**src/rtl/ahbl_gpio_port_if.sv**
```systemverilog
// ---------------------------------------------------------------------------
// ahbl_gpio_port_if
// AHB-Lite bus bundle for the GPIO port. The master modport is used by
// whatever drives the bus (the decoder/master side). The slave modport is
// used by the GPIO block.
//
// Signals:
//   HSEL, HADDR, HTRANS, HWRITE, HSIZE, HREADY, HWDATA : master -> slave
//   HRDATA, HREADYOUT, HRESP                           : slave -> master
// ---------------------------------------------------------------------------
interface ahbl_gpio_port_if;
   logic        HSEL;
   logic [31:0] HADDR;
   logic [1:0]  HTRANS;
   logic        HWRITE;
   logic [2:0]  HSIZE;
   logic        HREADY;
   logic [31:0] HWDATA;
   logic [31:0] HRDATA;
   logic        HREADYOUT;
   logic        HRESP;

   modport master (
      output HSEL, HADDR, HTRANS, HWRITE, HSIZE, HREADY, HWDATA,
      input  HRDATA, HREADYOUT, HRESP
   );

   modport slave (
      input  HSEL, HADDR, HTRANS, HWRITE, HSIZE, HREADY, HWDATA,
      output HRDATA, HREADYOUT, HRESP
   );
endinterface

```
**src/rtl/ahbl_gpio_port.sv**
```systemverilog
// ---------------------------------------------------------------------------
// ahbl_gpio_port
// 32-bit AHB-Lite GPIO port with zero wait states. The pad inputs pass
// through a two-flop synchronizer. A third flop provides per-bit
// rising/falling edge detection. Edge events latch into a W1C raw
// interrupt status register. A mask register then gates those status bits
// onto a level interrupt.
//
// Ports:
//   HCLK      : clock, rising edge
//   HRESETn   : asynchronous active-low reset
//   ahb       : AHB-Lite slave bus (ahbl_gpio_port_if.slave)
//   GPIO_IN   : asynchronous pad inputs
//   GPIO_OUT  : pad output values (DATA_OUT register)
//   GPIO_OE   : pad output enables (OE register)
//   IRQ       : level interrupt, |(RIS & IM)
//
// Register map (HADDR[4:2]):
//   0 DATA_IN (RO)
//   1 DATA_OUT
//   2 OE
//   3 EDGE (1 = rising)
//   4 IM
//   5 RIS (W1C)
//   6 MIS (RO)
//   7 reserved
// ---------------------------------------------------------------------------
module ahbl_gpio_port (
   input  logic                  HCLK,
   input  logic                  HRESETn,
   ahbl_gpio_port_if.slave       ahb,
   input  logic [31:0]           GPIO_IN,
   output logic [31:0]           GPIO_OUT,
   output logic [31:0]           GPIO_OE,
   output logic                  IRQ
);

   localparam logic [2:0] ADDR_DIN  = 3'd0;
   localparam logic [2:0] ADDR_DOUT = 3'd1;
   localparam logic [2:0] ADDR_OE   = 3'd2;
   localparam logic [2:0] ADDR_EDGE = 3'd3;
   localparam logic [2:0] ADDR_IM   = 3'd4;
   localparam logic [2:0] ADDR_RIS  = 3'd5;
   localparam logic [2:0] ADDR_MIS  = 3'd6;
   localparam logic [2:0] SIZE_WORD = 3'b010;

   logic [31:0] dataOut_q, dataOut_d;
   logic [31:0] oe_q,      oe_d;
   logic [31:0] edgeSel_q, edgeSel_d;
   logic [31:0] im_q,      im_d;
   logic [31:0] ris_q,     ris_d;
   logic [31:0] s1_q, s2_q, s3_q;

   logic        dpValid_q, dpValid_d;
   logic [2:0]  dpAddr_q,  dpAddr_d;
   logic        dpWrite_q, dpWrite_d;
   logic [2:0]  dpSize_q,  dpSize_d;

   logic        accept;
   logic        wrCommit;
   logic [31:0] risClr;
   logic [31:0] rise, fall, ev;
   logic [31:0] rdata;
   logic        unusedBits;

   // Only HADDR[4:2] and HTRANS[1] carry meaning for this slave.
   assign unusedBits = ^{ahb.HADDR[31:5], ahb.HADDR[1:0], ahb.HTRANS[0]};

   assign accept   = ahb.HSEL & ahb.HREADY & ahb.HTRANS[1];
   // Sub-word writes are dropped entirely rather than partially merged.
   assign wrCommit = dpValid_q & dpWrite_q & (dpSize_q == SIZE_WORD);

   // Edge events come from the synchronized s2/s3 pair. Changing EDGE alone
   // therefore never fires an event.
   assign rise = s2_q & ~s3_q;
   assign fall = ~s2_q & s3_q;
   assign ev   = (edgeSel_q & rise) | (~edgeSel_q & fall);

   // Data-phase bookkeeping. The valid flag simply follows acceptance, so it
   // drops on any edge without a new transfer.
   always_comb begin
      dpValid_d = accept;
      dpAddr_d  = dpAddr_q;
      dpWrite_d = dpWrite_q;
      dpSize_d  = dpSize_q;
      if (accept) begin
         dpAddr_d  = ahb.HADDR[4:2];
         dpWrite_d = ahb.HWRITE;
         dpSize_d  = ahb.HSIZE;
      end
   end

   // Register write decode, committed on the edge that ends the data phase.
   // A RIS event arriving together with its clear keeps the bit set.
   always_comb begin
      dataOut_d = dataOut_q;
      oe_d      = oe_q;
      edgeSel_d = edgeSel_q;
      im_d      = im_q;
      risClr    = '0;
      if (wrCommit) begin
         case (dpAddr_q)
            ADDR_DOUT: dataOut_d = ahb.HWDATA;
            ADDR_OE:   oe_d      = ahb.HWDATA;
            ADDR_EDGE: edgeSel_d = ahb.HWDATA;
            ADDR_IM:   im_d      = ahb.HWDATA;
            ADDR_RIS:  risClr    = ahb.HWDATA;
            default:   ;
         endcase
      end
      ris_d = (ris_q & ~risClr) | ev;
   end

   // All state, including the input synchronizer chain.
   always_ff @(posedge HCLK or negedge HRESETn) begin
      if (!HRESETn) begin
         dataOut_q <= '0;
         oe_q      <= '0;
         edgeSel_q <= '0;
         im_q      <= '0;
         ris_q     <= '0;
         s1_q      <= '0;
         s2_q      <= '0;
         s3_q      <= '0;
         dpValid_q <= 1'b0;
         dpAddr_q  <= '0;
         dpWrite_q <= 1'b0;
         dpSize_q  <= '0;
      end else begin
         dataOut_q <= dataOut_d;
         oe_q      <= oe_d;
         edgeSel_q <= edgeSel_d;
         im_q      <= im_d;
         ris_q     <= ris_d;
         s1_q      <= GPIO_IN;
         s2_q      <= s1_q;
         s3_q      <= s2_q;
         dpValid_q <= dpValid_d;
         dpAddr_q  <= dpAddr_d;
         dpWrite_q <= dpWrite_d;
         dpSize_q  <= dpSize_d;
      end
   end

   // Read mux. It is driven only while a read is in its data phase, so a
   // write committing on the same edge is already visible.
   always_comb begin
      rdata = '0;
      if (dpValid_q && !dpWrite_q) begin
         case (dpAddr_q)
            ADDR_DIN:  rdata = s2_q;
            ADDR_DOUT: rdata = dataOut_q;
            ADDR_OE:   rdata = oe_q;
            ADDR_EDGE: rdata = edgeSel_q;
            ADDR_IM:   rdata = im_q;
            ADDR_RIS:  rdata = ris_q;
            ADDR_MIS:  rdata = ris_q & im_q;
            default:   rdata = '0;
         endcase
      end
   end

   assign ahb.HRDATA    = rdata;
   assign ahb.HREADYOUT = 1'b1;
   assign ahb.HRESP     = 1'b0;

   assign GPIO_OUT = dataOut_q;
   assign GPIO_OE  = oe_q;
   assign IRQ      = |(ris_q & im_q);

endmodule

```
**src/flat_wrapper.sv**
```systemverilog
// flat-port wrapper written by rule: the top's interface ports become plain ports
module ahbl_gpio_port_flat 
  (HCLK, HRESETn, GPIO_IN, GPIO_OUT, GPIO_OE, IRQ, ahb_HSEL, ahb_HADDR, ahb_HTRANS, ahb_HWRITE, ahb_HSIZE, ahb_HREADY, ahb_HWDATA, ahb_HRDATA, ahb_HREADYOUT, ahb_HRESP);
  ahbl_gpio_port_if ahb_i ();
  input  logic HCLK;
  input  logic HRESETn;
  input  logic [31:0] GPIO_IN;
  output logic [31:0] GPIO_OUT;
  output logic [31:0] GPIO_OE;
  output logic IRQ;
  input wire logic [$bits(ahb_i.HSEL)-1:0] ahb_HSEL;
  input wire logic [$bits(ahb_i.HADDR)-1:0] ahb_HADDR;
  input wire logic [$bits(ahb_i.HTRANS)-1:0] ahb_HTRANS;
  input wire logic [$bits(ahb_i.HWRITE)-1:0] ahb_HWRITE;
  input wire logic [$bits(ahb_i.HSIZE)-1:0] ahb_HSIZE;
  input wire logic [$bits(ahb_i.HREADY)-1:0] ahb_HREADY;
  input wire logic [$bits(ahb_i.HWDATA)-1:0] ahb_HWDATA;
  output wire logic [$bits(ahb_i.HRDATA)-1:0] ahb_HRDATA;
  output wire logic [$bits(ahb_i.HREADYOUT)-1:0] ahb_HREADYOUT;
  output wire logic [$bits(ahb_i.HRESP)-1:0] ahb_HRESP;
  assign ahb_i.HSEL = ahb_HSEL;
  assign ahb_i.HADDR = ahb_HADDR;
  assign ahb_i.HTRANS = ahb_HTRANS;
  assign ahb_i.HWRITE = ahb_HWRITE;
  assign ahb_i.HSIZE = ahb_HSIZE;
  assign ahb_i.HREADY = ahb_HREADY;
  assign ahb_i.HWDATA = ahb_HWDATA;
  assign ahb_HRDATA = ahb_i.HRDATA;
  assign ahb_HREADYOUT = ahb_i.HREADYOUT;
  assign ahb_HRESP = ahb_i.HRESP;
  ahbl_gpio_port u_core (.HCLK(HCLK), .HRESETn(HRESETn), .ahb(ahb_i), .GPIO_IN(GPIO_IN), .GPIO_OUT(GPIO_OUT), .GPIO_OE(GPIO_OE), .IRQ(IRQ));
endmodule
```
**config.mk**
```make
export PLATFORM = sky130hd
export DESIGN_NAME = ahbl_gpio_port_flat
export DESIGN_NICKNAME = d
export VERILOG_FILES = /design/src/rtl/ahbl_gpio_port_if.sv /design/src/rtl/ahbl_gpio_port.sv /design/src/flat_wrapper.sv
export SDC_FILE = /design/constraint.sdc
export NUM_CORES = 1
export LEC_CHECK = 0
export BUFFER_PORTS_ARGS = -buffer_cell sky130_fd_sc_hd__buf_2
export CORE_AREA = 2 2 201 203
export CTS_BUF_LIST = sky130_fd_sc_hd__clkbuf_2 sky130_fd_sc_hd__clkbuf_4 sky130_fd_sc_hd__clkbuf_8
export DETAILED_ROUTE_END_ITERATION = 6
export DIE_AREA = 0 0 203 205
export SETUP_SLACK_MARGIN = 0.05
export SYNTH_ARGS = -nofsm -noshare
export SYNTH_HDL_FRONTEND = slang
export SYNTH_SLANG_ARGS = --single-unit
```
**constraint.sdc**
```tcl
create_clock -name HCLK -period 1.65 [get_ports HCLK]
set_input_delay 0.33 -clock HCLK [delete_from_list [all_inputs] [get_ports HCLK]]
set_output_delay 0.33 -clock HCLK [all_outputs]
set_load 0.1 [all_outputs]
```
## Yosys cells after proc, flatten, opt, wreduce, memory -nomap -nowiden

Index checks and enable logic that the tools add are counted.

- Equality and inequality tests: 7
- Bitwise logic cells: 16
- Reduce and logical (&&, ||, !) cells: 8
- Multiplexer cells: 4

Operators by type and width:

| operator | count |
|---|---|
| 32-bit case mux with 7 select lines | 1 |
| 32-bit AND | 6 |
| 32-bit inverter | 4 |
| 32-bit two-way mux | 3 |
| 32-bit OR | 2 |
| 32-bit OR reduction | 1 |
| 3-bit by 2-bit equality test with 1-bit output, second input constant | 3 |
| 3-bit equality test, second input constant | 3 |
| 2-bit AND reduction | 4 |
| 1-bit AND | 4 |
| 3-bit by 1-bit equality test with 1-bit output, second input constant | 1 |
| 3-bit zero test | 1 |
| 1-bit logical AND | 1 |
| 1-bit zero test | 1 |

- Input port bits: 106
- Register bits: 264
- Output and inout bits: 99
- Word-level logic and storage cells: 47

## Logic depth before layout (Yosys ltp)

Gate-level depths: netlist of run 1.

- Depth after elaboration: 6
- Depth in mapped cells: 8
- Gate-level depth less buffers: 4

## Least setup slack after synthesis of run 1

OpenSTA, ideal clock, no wires.

- Kind: reg-to-output
- Start point: register u_core.oe_q[30] (netlist: u_core.GPIO_OE[30])
- End point: output ahb_HRDATA[30]
- Data required time: 1.320 ns
- Path buffers: 0
- Path slack: -2.370 ns
- Stages on the path, launching flop included: 4
- Arrival: 3.690 ns
- Path through: dfrtp_1 mux4_2 nor2_1 a311oi_1

- Word-level cells in the longest chain between the ends: 2

Ends and longest elaborated chain:

| what | RTL line | source |
|---|---|---|
| start: declaration | ahbl_gpio_port.sv:48 | `logic [31:0] oe_q, oe_d;` |
| start signal: assignment | ahbl_gpio_port.sv:118 | `oe_q <= '0;` |
| start signal: assignment | ahbl_gpio_port.sv:131 | `oe_q <= oe_d;` |
| 32-bit case mux with 7 select lines | ahbl_gpio_port.sv:150 | `case (dpAddr_q)` |
| 32-bit two-way mux | ahbl_gpio_port.sv:149 | `if (dpValid_q && !dpWrite_q) begin` |
| end: declaration | flat_wrapper.sv:18 | `output wire logic [$bits(ahb_i.HRDATA)-1:0] ahb_HRDATA;` |

No other way between the ends.

## Final worst setup path of run 1

- Start point: register u_core.ris_q[9]
- End point: output IRQ

- Word-level cells in the longest chain between the ends: 2

Ends and longest elaborated chain:

| what | RTL line | source |
|---|---|---|
| start: declaration | ahbl_gpio_port.sv:51 | `logic [31:0] ris_q, ris_d;` |
| start signal: assignment | ahbl_gpio_port.sv:134 | `ris_q <= ris_d;` |
| 32-bit AND | ahbl_gpio_port.sv:169 | `assign IRQ = \|(ris_q & im_q);` |
| 32-bit OR reduction | ahbl_gpio_port.sv:169 |  |
| end: declaration | flat_wrapper.sv:10 | `output logic IRQ;` |

No other way between the ends.

==> results.ini, run 1 <==
[die]
coreArea_um2 = 39400
initial_core_util = 0.288
die_h_um = 205
die_x_um = 203
io_pins = 205
die-area_um2 = 41600
rows = 73

[final_layout]
final_cell_area_um2 = 18600
layout-drive-gt1-share = 0.564
syn_to_final_growth_pct = 64.5
layout.nets = 1447
diodes = 0
fin_cells = 1902

[routing]
vias = 9116
wirelength_mm = 38.7
topRoutingLayerUsed = met5
wl_met1_mm = 17.4
ant_nets = 0
met2_length_mm = 18.4
drcViolationCount = 0
drt-pass1-iter-count = 6
wire_per_inst_um = 20.3
vias_per_cell = 4.79
wl_met3_mm = 2.06
drtIter0Drc = 450

[timing]
layout_setup_ws_ns = -1.03
period_minus_slack_ns = 2.68
rsz0062_at_grt = true
setup_tns_ns = -86.34
slew_violations = 0
period_share = 1.62
skew_ns = 0.0281
setup_viol = 194
maxClockFrequency_mhz = 374
finalHoldViolCount = 0

[pwr]
p_int_w = 0.0127
power_leakage_nw = 7.97
p_total_w = 0.0186
seqPwrFrac = 0.382
clkPwrFrac = 0.355
p_per_area_nw_per_um2 = 998
peakVddDrop_v = 0.000665
p_comb_frac = 0.262
p_switching_w = 0.00584
switching_share = 0.314

[yosys]
synth.net_count = 1046
syn_area_um2 = 11300
yosysMostFrequentCell = dfrtp_1
synth_edf_count = 0
synth_top_area_cell = dfrtp_1
ys_types = 37
ys_seq_area_frac = 0.584
async_flop_share = 1.00
synth.cells.most_frequent = dfrtp_1, nand2_1, mux2_2
ys_ff_latch = 264
ys_top_cells_by_area = dfrtp_1, mux2_2, nand2_1
yosys_warnings = 0
syn-instance-count = 940
ys.flop_type = dfrtp_1
avgSynthCellArea_um2 = 12.0
synth_top_area_frac = 0.584

[setup_path]
critPathMaxStageDelay_ns = 0.61
crit_family = simple AND/OR/NAND/NOR gates
crit_type = reg -> out
worstPathRequired_ns = 1.32
timing.critical_path.to_type = primary output
cp_max_fo = 2
r2r_slack_ns = -0.45
critPathLaunchType = register
path_buf_inv = 1
path_cells = a22o_1, a221oi_2, nand3_1, or4_4, buf_12
crit_arrival_ns = 2.35
cp_slowest_cell = or4_4

[placement]
routabilityCongestion = 0.800
dp_slack_ns = -0.538
io_buffer_count = 172
placed_area_um2 = 15000
place_inst = 1727
dp_hpwl_mm = 23.8

[flow_run]
cap_violations = 0

[worst_hold_path]
holdCritPathClass = in -> reg

[clock_tree]
ctsRootBufferMaster = clkbuf_8
path_clk_slew_ns = 0.06
cts_max_level = 2
clock-sinks = 264
clock_path_buffers = 3
numCtsBuffers = 47
clk_latency_ns = 0.61
cts_tree = done

[global_routing]
globalRouteOverflowTotal = 0
grt_antenna_before_repair = 1
grt_pass1_vias = 9411
grt_max_degree = 55
grt_use_total = 0.177
grt_pass1_wl_mm = 55.6

[outcome]
violations = setup timing
status = finished with violations

[placed cells by master, fill, tap and decap left out, types with 33 or more instances in the layout]
cell	synthesis	routed
dfrtp_1	264	219
mux2_2	161	129
nand2_1	166	117
buf_4	5	104
buf_12	0	101
buf_2	29	74
clkbuf_8	0	59
a21o_1	56	56
dlygate4sd3_1	0	54
dfrtp_2	0	44
buf_6	0	40
nor2_1	40	34
nand2_2	0	33
[repair_timing]
action / CTS / global route
pin swaps: 36 / 86
buffers inserted: 13 / 9
cloned: 5 / 11
endpoints found under the setup margin: 257 / 257
hold buffers: 54 / 0
hold endpoints to repair: 293 / 0
gates resized for setup: 96 / 402
[cell type report]
type / instances / area [µm²]
fillers: 3433 / 20700
flip-flops and latches: 264 / 6670
multi-input cells: 620 / 5490
repair buffers: 404 / 4770
clock buffers: 81 / 977
well taps: 525 / 657
clock inverters: 4 / 47.5
inverters: 4 / 15.0
[power by group through the flow]
stage / Sequential [W] / Combinational [W] / Clock (W)
after global placement: 0.00718 / 0.00403 / 0
after detailed placement: 0.00719 / 0.00406 / 0
after floorplan: 0.00769 / 0.00201 / 0
final: 0.00710 / 0.00487 / 0.00660
after CTS: 0.00705 / 0.00450 / 0.00678
after global routing: 0.00714 / 0.00513 / 0.00712
[sequential cells by signal (all words and copies together) (netlist names)]
register          cells
u_core.dpValid_q      1
u_core.im_q          32
u_core.ris_q         32
u_core.edgeSel_q     32
u_core.dpAddr_q       3
u_core.GPIO_OUT      32
u_core.s3_q          32
u_core.s1_q          32
u_core.GPIO_OE       32
u_core.dpSize_q       3
u_core.dpWrite_q      1
u_core.s2_q          32
[cell families after synthesis]
logic type	Yosys count	share of synthesized area
flops	264	0.584
simple gates	247	0.0916
compound gates	202	0.126
mux	169	0.175
buf+inv	56	0.0234
other cells	2	0.000664
[metrics by stage]
stage                     utilization  hold WS (ns)
after floorplan                     -        0.0344
after global placement          0.380         0.245
after detailed placement        0.380         0.244
after CTS                       0.434      0.000650
after global routing            0.473        0.0362
final                           0.473        0.0577
[metal layers]
| metal | GRT usage | up-vias |
|---|---|---|
| met3 | 0.0377 | 59 |
| met4 | 0.0529 | 2 |
| met1 | 0.235 | 4632 |
| met2 | 0.289 | 242 |
| met5 | 0 | - |
| li1 | - | 4181 |
[tightest hold or removal path, delay by kind of cell]
kind | cells | cell delay, ns
compound gates | 1 | 0.09
buf+inv | 1 | 0.14
simple gates | 1 | 0.07
[worst paths after layout]
kind	startpoint	endpoint	cells past startpoint
max	u_core.ris_q[9]$_DFF_PN0_	IRQ	5
min	ahb_HWDATA[0]	u_core.ris_q[0]$_DFF_PN0_	3
max reg2reg	u_core.dpAddr_q[2]$_DFFE_PN0P_	u_core.edgeSel_q[25]$_DFFE_PN0P_	8
min reg2reg	u_core.s1_q[16]$_DFF_PN0_	u_core.s2_q[16]$_DFF_PN0_	0
max in group asynchronous	HRESETn	u_core.GPIO_OE[0]$_DFFE_PN0P_	3
min in group asynchronous	HRESETn	u_core.im_q[20]$_DFFE_PN0P_	2
Note: power is estimated with default switching activity, not from simulation.
==> run 2, diff against run 1 <==
- RECOVER_POWER: not set -> 25
==> run 2 against run 1 <==
The run still ends with setup timing left. Clock-buffer cell count unchanged. Via count increased by 0.32%. Register-to-register slack about the same. Global-route usage unchanged. Power about the same. Sequential power about the same. Combinational power about the same. Clock power about the same. Core utilization about the same. Die area unchanged. Critical endpoint unchanged. Largest power group unchanged.
==> results.ini, run 2 (synthesized netlist as in run 1, its figures left out) <==
[outcome]
status = finished with violations
violations = setup timing

[setup_path]
crit_arrival_ns = 2.35  ; about the same
worstPathRequired_ns = 1.32  ; about the same
crit_type = reg -> out
crit_family = simple AND/OR/NAND/NOR gates
r2r-end = u_core.edgeSel_q[27]$_DFFE_PN0P_
timing.critical_path.to_type = primary output
critPathMaxStageDelay_ns = 0.60  ; about the same
cp_slowest_cell = or4_4
path_cells = a22o_1, a221oi_2, nand3_1, or4_4, buf_12
path_buf_inv = 1  ; unchanged
r2r_slack_ns = -0.45  ; about the same
reg2reg_from = u_core.dpAddr_q[2]$_DFFE_PN0P_
critPathLaunchType = register
cp_max_fo = 2  ; unchanged
worst-r2r-cell-count = 8  ; unchanged

[worst_hold_path]
hold_end = u_core.ris_q[0]$_DFF_PN0_
holdCritPathClass = in -> reg
holdPathStages = 3  ; unchanged
hp-start = ahb_HWDATA[0]

[routing]
wire_per_inst_um = 20.4  ; about the same
wirelength_mm = 38.7  ; about the same
wl_met3_mm = 1.95  ; -5.8%
vias_per_cell = 4.81  ; +0.32%
wl_met1_mm = 17.5  ; +0.19%
met2_length_mm = 18.5  ; +0.64%
drtIter0Drc = 471  ; +4.7%
topRoutingLayerUsed = met5
vias = 9145  ; +0.32%
drcViolationCount = 0  ; unchanged
ant_nets = 0  ; unchanged
drt-pass1-iter-count = 4  ; -2

[global_routing]
globalRouteOverflowTotal = 0  ; unchanged
grt_max_degree = 55  ; unchanged
grt_antenna_before_repair = 1  ; unchanged
grt_pass1_wl_mm = 55.6  ; unchanged
grt_use_total = 0.177  ; unchanged
grt_pass1_vias = 9411  ; unchanged

[die]
rows = 73  ; unchanged
die_h_um = 205  ; unchanged
die-area_um2 = 41600  ; unchanged
initial_core_util = 0.288  ; unchanged
io_pins = 205  ; unchanged
coreArea_um2 = 39400  ; unchanged
die_x_um = 203  ; unchanged

[clock_tree]
clk_latency_ns = 0.61  ; about the same
ctsRootBufferMaster = clkbuf_8
clock_path_buffers = 3  ; unchanged
clock-sinks = 264  ; unchanged
cts_tree = done
cts_max_level = 2  ; unchanged
numCtsBuffers = 47  ; unchanged
path_clk_slew_ns = 0.06  ; about the same

[final_layout]
layout.nets = 1447  ; unchanged
diodes = 0  ; unchanged
syn_to_final_growth_pct = 64.4  ; about the same
layout_common_cells = dfrtp_1, mux2_2, nand2_1
layout_commonest_cell = dfrtp_1
layout-drive-gt1-share = 0.560  ; -0.00363
n_fill_cell = 3437  ; +0.12%

[timing]
period_share = 1.63  ; +0.00296
finalHoldViolCount = 0  ; unchanged
layout_setup_ws_ns = -1.03  ; -0.00489 ns
maxClockFrequency_mhz = 373  ; -0.18%
hold_slack_ns = 0.0574  ; -0.000282 ns
setup_tns_ns = -85.84  ; +0.500 ns
tightest_slew_ns = 1.13
relSlewSlack = 0.248
slew_violations = 0  ; unchanged
rsz0062_at_grt = true
skew_ns = 0.0285  ; +0.000440 ns
setup_viol = 194  ; unchanged
period_minus_slack_ns = 2.68  ; +0.00489 ns

[placement]
io_buffer_count = 172  ; unchanged
routabilityCongestion = 0.800  ; unchanged
dp_hpwl_mm = 23.8  ; unchanged
dp_slack_ns = -0.538  ; unchanged

[pwr]
clkPwrFrac = 0.356  ; about the same
power_leakage_nw = 7.95  ; -0.21%
p_int_w = 0.0127  ; about the same
p_comb_frac = 0.262  ; about the same
switching_share = 0.315  ; +0.000409
seqPwrFrac = 0.382  ; about the same
p_switching_w = 0.00585  ; +0.17%
p_total_w = 0.0186  ; about the same
peakVddDrop_v = 0.000663  ; -0.30%
p_per_area_nw_per_um2 = 999  ; +0.12%

[flow_run]
cap_violations = 0  ; unchanged

-- run 2: changes by cell type in the layout (fill, tap and decap cells not counted), sizes merged --
| cell | before | now |
|---|---|---|
| clkbuf | 91 | 97 |
| buf | 340 | 334 |
-- run 2: power by group through the flow --
stage / sequential, W / clock [W] / combinational [W]
after floorplan: 0.00769 / 0 / 0.00201
after global placement: 0.00718 / 0 / 0.00403
after detailed placement: 0.00719 / 0 / 0.00406
after CTS: 0.00705 / 0.00678 / 0.00450
after global routing: 0.00714 / 0.00712 / 0.00512
final: 0.00710 / 0.00661 / 0.00487
-- run 2: layer usage --
layer	vias up	GRT usage
li1	4186	-
met1	4659	0.235
met2	241	0.289
met3	57	0.0377
met4	2	0.0529
met5	-	0
-- run 2: stage by stage --
stage	std cells	utilization	cell area (µm²)
finish	1902	0.473	18600
global route	1902	0.473	18600
CTS	1883	0.434	17100
detailed placement	1727	0.380	15000
global placement	1727	0.380	15000
floorplan	940	-	11900
-- run 2: layout make-up --
cell class	count	area, µm²	area share
clock buffers	81	977	0.0525
clock inverters	4	47.5	0.00256
inverters	4	15.0	0.000807
multi-input cells	620	5490	0.295
flip-flops and latches	264	6670	0.358
well taps	525	657	0.0353
repair buffers	404	4760	0.256
-- run 2: how the worst max path moves through the flow --
stage	start	to	slack, ns	cells after the start
2_1_floorplan	u_core.dpAddr_q[2]$_DFFE_PN0P_	ahb_HRDATA[16]	-0.76	6
3_3_place_gp	u_core.im_q[4]$_DFFE_PN0P_	IRQ	-0.49	5
3_5_place_dp	u_core.im_q[22]$_DFFE_PN0P_	IRQ	-0.54	5
4_1_cts	u_core.dpAddr_q[2]$_DFFE_PN0P_	ahb_HRDATA[6]	-1.06	8
5_1_grt	u_core.dpAddr_q[2]$_DFFE_PN0P_	ahb_HRDATA[15]	-1.09	8
6_report	u_core.ris_q[9]$_DFF_PN0_	IRQ	-1.03	5
-- run 2: worst register-to-register path: stages, from the launching register on --
cell and delay [ns]:
dfrtp_4 0.49, buf_8 0.16, buf_12 0.16, buf_6 0.12
and3b_2 0.30, nand3_4 0.14, buf_12 0.16, buf_16 0.16
mux2_2 0.29
-- run 2: repair_timing --
action	4_1_cts	5_1_grt
buffers inserted	13	9
resized for setup	96	402
endpoints found under the setup margin	257	257
cloned	5	11
hold buffers	54	0
endpoints found under the hold margin	293	0
pin swaps	36	86
